===== src/rtl/pci_arbiter.sv =====
// Four-device PCI bus arbiter: round-robin grants, one turnaround cycle between
// owners, and a watchdog that revokes a grant whose owner never starts a cycle.
module pci_arbiter #(
    parameter int GNT_TIMEOUT = 16
) (
    input  logic       clk,
    input  logic       reset,
    input  logic [3:0] req,
    input  logic       frame,
    input  logic       irdy,
    output logic [3:0] gnt,
    output logic [1:0] owner,
    output logic       bus_busy,
    output logic       timeout
);

    localparam logic [1:0] IDLE  = 2'd0;
    localparam logic [1:0] GRANT = 2'd1;
    localparam logic [1:0] BUSY  = 2'd2;
    localparam logic [1:0] TURN  = 2'd3;

    localparam logic [7:0] WD_LIMIT = 8'(GNT_TIMEOUT - 1);
    localparam logic [3:0] GNT_NONE = 4'b1111;

    logic [1:0] state;
    logic [1:0] last;
    logic [1:0] winner;
    logic [1:0] cand;
    logic [7:0] watchdog;
    logic       have_req;
    logic       bus_idle;
    logic       frame_asserted;

    // Floating or unknown shared lines must read as deasserted, hence case equality.
    assign frame_asserted = (frame === 1'b0);
    assign bus_idle       = (frame !== 1'b0) && (irdy !== 1'b0);

    // Round-robin search starting one past the most recently granted device.
    always_comb begin
        // NOTE: every output of this block gets a default first so no latch is inferred.
        winner   = last;
        cand     = last;
        have_req = 1'b0;
        for (int i = 1; i <= 4; i++) begin
            cand = last + 2'(i);
            if (!have_req && !req[cand]) begin
                winner   = cand;
                have_req = 1'b1;
            end
        end
    end

    always_ff @(posedge clk) begin
        // NOTE: state registers use non-blocking assignments so every branch sees pre-edge values.
        if (!reset) begin
            state    <= IDLE;
            gnt      <= GNT_NONE;
            owner    <= 2'b00;
            last     <= 2'b11;
            watchdog <= 8'd0;
            timeout  <= 1'b0;
            bus_busy <= 1'b0;
        end else begin
            timeout <= 1'b0;
            case (state)
                IDLE: begin
                    if (have_req && bus_idle) begin
                        gnt      <= ~(4'b0001 << winner);
                        owner    <= winner;
                        watchdog <= 8'd0;
                        state    <= GRANT;
                    end
                end
                GRANT: begin
                    if (frame_asserted) begin
                        state    <= BUSY;
                        bus_busy <= 1'b1;
                        last     <= owner;
                    end else if (req[owner]) begin
                        gnt   <= GNT_NONE;
                        state <= TURN;
                        last  <= owner;
                    end else if (watchdog == WD_LIMIT) begin
                        gnt     <= GNT_NONE;
                        timeout <= 1'b1;
                        state   <= TURN;
                        last    <= owner;
                    end else if (watchdog != 8'hFF) begin
                        watchdog <= watchdog + 8'd1;
                    end
                end
                BUSY: begin
                    // Bus release wins over a request drop; a dropped grant is not reissued mid-transaction.
                    if (bus_idle) begin
                        gnt      <= GNT_NONE;
                        state    <= TURN;
                        bus_busy <= 1'b0;
                    end else if (req[owner]) begin
                        gnt <= GNT_NONE;
                    end
                end
                TURN: begin
                    state <= IDLE;
                end
                default: begin
                    state <= IDLE;
                end
            endcase
        end
    end

endmodule


===== config.mk =====
export PLATFORM = sky130hd
export DESIGN_NAME = pci_arbiter
export DESIGN_NICKNAME = d
export VERILOG_FILES = /design/src/rtl/pci_arbiter.sv
export SDC_FILE = /design/constraint.sdc
export NUM_CORES = 1
export LEC_CHECK = 0
export CORE_UTILIZATION = 30
export DETAILED_ROUTE_END_ITERATION = 12
export PLACE_DENSITY = 0.46
export SKIP_CTS_REPAIR_TIMING = 1
export SLEW_MARGIN = 40
export SYNTH_ARGS = -nofsm -noshare
export SYNTH_HDL_FRONTEND = slang
export SYNTH_SLANG_ARGS = --single-unit

===== constraint.sdc =====
create_clock -name clk -period 2.35 [get_ports clk]
set_input_delay 0.47 -clock clk [delete_from_list [all_inputs] [get_ports clk]]
set_output_delay 0.47 -clock clk [all_outputs]
set_load 0.05 [all_outputs]

### Word level (Yosys, flattened, before mapping)

Index checks and enable logic that the tools add are counted.

* output and inout port bits: 8
* logic and storage cells: 104
* input bits: 8
* flip-flop bits (word level): 20

* shift-type cells: 1
* mux-type cells: 44
* order comparisons: 5
* bitwise logic cells: 3
* equal/unequal tests: 18
* reduce and logical (&&, ||, !) cells: 22
* add/subtract/negate cells: 4

Operator list (number)
* $mux 8: 5
* $mux 2: 12
* $mux 4: 6
* $pmux 8 s2: 1
* $lt 2x3->1 const B: 5
* $ne 2x2->1 const B: 7
* $mux 1: 12
* $pmux 4 s3: 1
* $bmux 1 s2: 5
* $add 8x1->8 const B: 1
* $eq 8x4->1 const B: 1
* $ne 8x8->1 const B: 1
* $pmux 2 s4: 1
* $ne 3x3->1 const B: 2
* $reduce_and 3->1: 2
* $reduce_and 6->1: 1
* $reduce_bool 3->1: 2
* $logic_and 1x1->1: 5
* $logic_not 1->1: 5
* $reduce_and 5->1: 1
* $add 2x2->2 const B: 2
* $eq 2x2->1 const B: 2
* $ne 4x4->1 const B: 1
* $not 4->4: 1
* 11 further kinds: 15

### Logic depth before layout (Yosys ltp)

* word-level depth: 16
* mapped depth: 8
* gate-level depth less buffers: 7

### Worst setup path before layout

No wires, ideal clock.

* path type: reg-to-reg
* start: register owner[0]
* end: register watchdog[4]
* clock period less this slack: 2.055 ns
* setup time: 0.115 ns
* setup slack: 0.295 ns
* cell stages (with the launch flop): 6
* buffers on the path: 0
* data arrival time: 1.941 ns
* required time: 2.235 ns
* path through: dfxtp_1 mux2_2 o22a_1 o21ai_2 a31oi_1 o21a_1

* longest elaborated chain between the ends: 4

Ends and longest elaborated chain
* start: declaration: RTL line 12 `output logic [1:0] owner,`
* start signal: assignment: RTL line 69 `owner <= winner;`
* $bmux 1 s2: RTL line 79 `end else if (req[owner]) begin`
* $mux 1 (implied by the code): RTL line 79
* $ne 2x2->1 (no source line)
* $reduce_and 6->1 (no source line)
* end signal: assignment: RTL line 89 `watchdog <= watchdog + 8'd1;`
* end: declaration: RTL line 29 `logic [7:0] watchdog;`

Every way passes these cells. The select of a mux whose other input is x is not followed.
A chain may end at the register's enable or synchronous reset.

### Worst setup path in the final report

* start: input req[2]
* end: register watchdog[4]

* longest elaborated chain between the ends: 14
* elaborated cells on any way between the ends: 26
* those cells by class: 2 x eq/ne; 14 x mux; 10 x reduce/logical

Ends and longest elaborated chain
* start: declaration: RTL line 8 `input logic [3:0] req,`
* $bmux 1 s2: RTL line 46 `if (!have_req && !req[cand]) begin`
* $mux 1 (implied by the code): RTL line 46
* $logic_not 1->1: RTL line 46
* $logic_and 1x1->1: RTL line 46
* $mux 1: RTL line 46
* $logic_not 1->1: RTL line 46
* $logic_and 1x1->1: RTL line 46
* $mux 1: RTL line 46
* $logic_not 1->1: RTL line 46
* $logic_and 1x1->1: RTL line 46
* $mux 1: RTL line 46
* $logic_and 1x1->1: RTL line 67 `if (have_req && bus_idle) begin`
* $ne 2x2->1 (no source line)
* $reduce_and 6->1 (no source line) *

Mark *: on every way between the ends. The rest lies on a longest branch, timed or not. The select of a mux whose other input is x is not followed.

==> out/results.tsv <==
stage	metric	value	unit
outcome	status	complete, no violations	
timing	fin_crit_sh	87.6	%
finish	final_cells	218	
pwr	leakage	0.576	nW
placement	gp_congestion	0.803	
global_routing	grt_max_degree	12	
pwr	power_density	928	nW/um2
yosys	synth_cell_types	37	
pwr	power	1.39	mW
route	ant_nets	0	
finish	drive_gt1_share	10.6	%
die	die_h	64.9	um
timing	fmax	486	MHz
global_routing	track_usage	14.6	%
route	wl_per_cell	12.4	um
die	die_area	4210	um2
placement	hpwl	2.09	mm
placement	post-place-ws	32.1	ps
global_routing	antenna_found_initial	0	
run	max-cap-violations	0	
die	start_util	31.9	%
clocking	htreeDepth	1	
clocking	clock-sinks	20	
finish	multiInputGateArea	741	um2
worst_setup_path	worstPathMaxFanout	9	
yosys	synth_nets	159	
placement	dp_cells	214	
clocking	cts_max_path_buffers	2	
finish	area_delta_synth_final	25.8	%
die	die_width	64.9	um
global_routing	grt_pass1_wl	4.77	mm
timing	min_period	2060	ps
finish	register_area	400	um2
route	drt_pass1_iterations	4	
timing	setup_viol	0	
yosys	synth_warnings	0	
route	drc	0	
timing	finalHoldViolCount	0	
yosys	ys_ff_latch	20	
yosys	syn-instance-count	147	
worst_setup_path	critPathKind	in -> reg	
worst_setup_path	start_kind	input pin	
timing	clock_skew	2.84	ps
timing	setup_tns	0	ps
yosys	synth_edf_count	0	
global_routing	grt_pass1_vias	1080	
global_routing	overflow	0	
hold_path	hold_class	reg -> reg	
route	via_count	1103	
yosys	syn_avg_cell_area	8.07	um2
worst_setup_path	end_kind	register	
worst_setup_path	crit_required	2510	ps
timing	maxSlewViolCount	0	
timing	worst_pin_slew	651	ps
clocking	clk_pin_slew	80	ps
clocking	cts_made_buffers	3	
timing	fin_ws	292	ps
clocking	cts_root_buf	clkbuf_8	
route	viasPerCell	5.06	
finish	n_fill_cell	392	
finish	finalNetCount	183	
yosys	synth_top_area_cell	dfxtp_1	
yosys	ys_seq_area_share	33.8	%
timing	slew_headroom	56.4	%
die	coreArea	3720	um2
worst_setup_path	r2r_setup_slack	340	ps
yosys	synth_area_leaders	dfxtp_1 34%, mux2i_1 10%, nand2_1 6.6%	
route	routed_wl	2.71	mm
timing	rsz0062_at_grt	false	
clocking	cts_tree	built	
placement	portBuffers	15	
die	row_count	22	
route	drtIter0Drc	50	
yosys	synthFlopType	dfxtp_1	
pwr	ir_worst_vdd	0.000273	V
clocking	worstSkewPairLatency	260	ps
finish	antenna_cells	0	
yosys	async_flop_share	0	%
worst_setup_path	crit_arrival	2220	ps
die	io_pins	16	
yosys	synth_top_area_share	33.8	%
yosys	syn-cell-area	1190	um2
==> path summary, 6_finish.rpt <==
kind               start  depth (start not counted)          end
max               req[2]                          6  watchdog[4]
min reg2reg     bus_busy                          2     bus_busy
min             bus_busy                          2     bus_busy
max reg2reg  watchdog[7]                          5       gnt[2]
==> cell usage after synthesis (2+ instances only) <==
master / count
nor2b_1: 5
nand2_1: 21
o21ai_2: 2
nor3_1: 2
mux2_2: 2
o21ai_0: 4
and4_1: 2
nand2b_1: 3
dfxtp_1: 20
nand3b_1: 2
o22ai_1: 2
ha_1: 4
nand3_1: 8
a31oi_1: 2
clkbuf_1: 3
o21a_1: 2
nor2_1: 20
a21oi_1: 5
inv_1: 9
mux2i_1: 12
==> routing by layer <==
metal | vias up | global-route usage, % | share of wire [%]
li1 | 569 | - | -
met1 | 503 | 19.1 | 51
met2 | 27 | 22.4 | 43
met3 | 4 | 3.17 | 4.1
met4 | 0 | 6.94 | 1.3
met5 | - | 0 | 0
==> registers in the layout (all words and copies together), names as in the netlist <==
signal and count:
bus_busy 1, gnt 4, last 2, owner 2, state 2, timeout 1, watchdog 8
==> per-stage QoR <==
step,hold slack (ps),instance area (um2),utilization (%)
floorplan,459,1190,-
global placement,480,1440,38.7
detailed placement,486,1440,38.7
CTS,499,1490,40.2
global route,527,1490,40.2
finish,500,1490,40.2
==> critical path: stages <==
cell,delay [ps]
clkdlybuf4s50_1,470
mux2_2,320
o22a_1,260
o21ai_2,350
a31oi_1,150
o21a_1,190
==> cell families (layout without fill, tap and decap cells) <==
logic type	Yosys count	after routing	share of synthesized area, %
simple gates	68	68	28.5
compound gates	29	29	17.7
fa+ha+maj	4	4	4.22
flops	20	20	33.8
mux	14	14	12.0
buf+inv	12	35	3.80
==> layout by cell type (no fill, tap or decap), types with 2 or more instances in the layout <==
cell and n:
a21oi_1 5, a31oi_1 2, and4_1 2, buf_4 7, clkbuf_8 4, clkdlybuf4s50_1 15, dfxtp_1 20, ha_1 4
inv_1 9, mux2_2 2, mux2i_1 12, nand2_1 21, nand2b_1 3, nand3_1 8, nand3b_1 2, nor2_1 20
nor2b_1 5, nor3_1 2, o21a_1 2, o21ai_0 4, o21ai_2 2, o22ai_1 2
==> report_power, final <==
part	total (mW)	internal (mW)	switching, mW
logic	0.677	0.278	0.399
registers	0.438	0.390	0.0479
clock network	0.271	0.149	0.122
==> layout make-up <==
| cell class | count | share of cell area [%] |
|---|---|---|
| Multi-Input combinational cell | 115 | 49.6 |
| Sequential cell | 20 | 26.8 |
| Clock buffer | 4 | 3.69 |
| Tap cell | 48 | 4.02 |
| Inverter | 9 | 2.26 |
| Timing Repair Buffer | 22 | 13.6 |
Power figures use the tool's default switching activity.
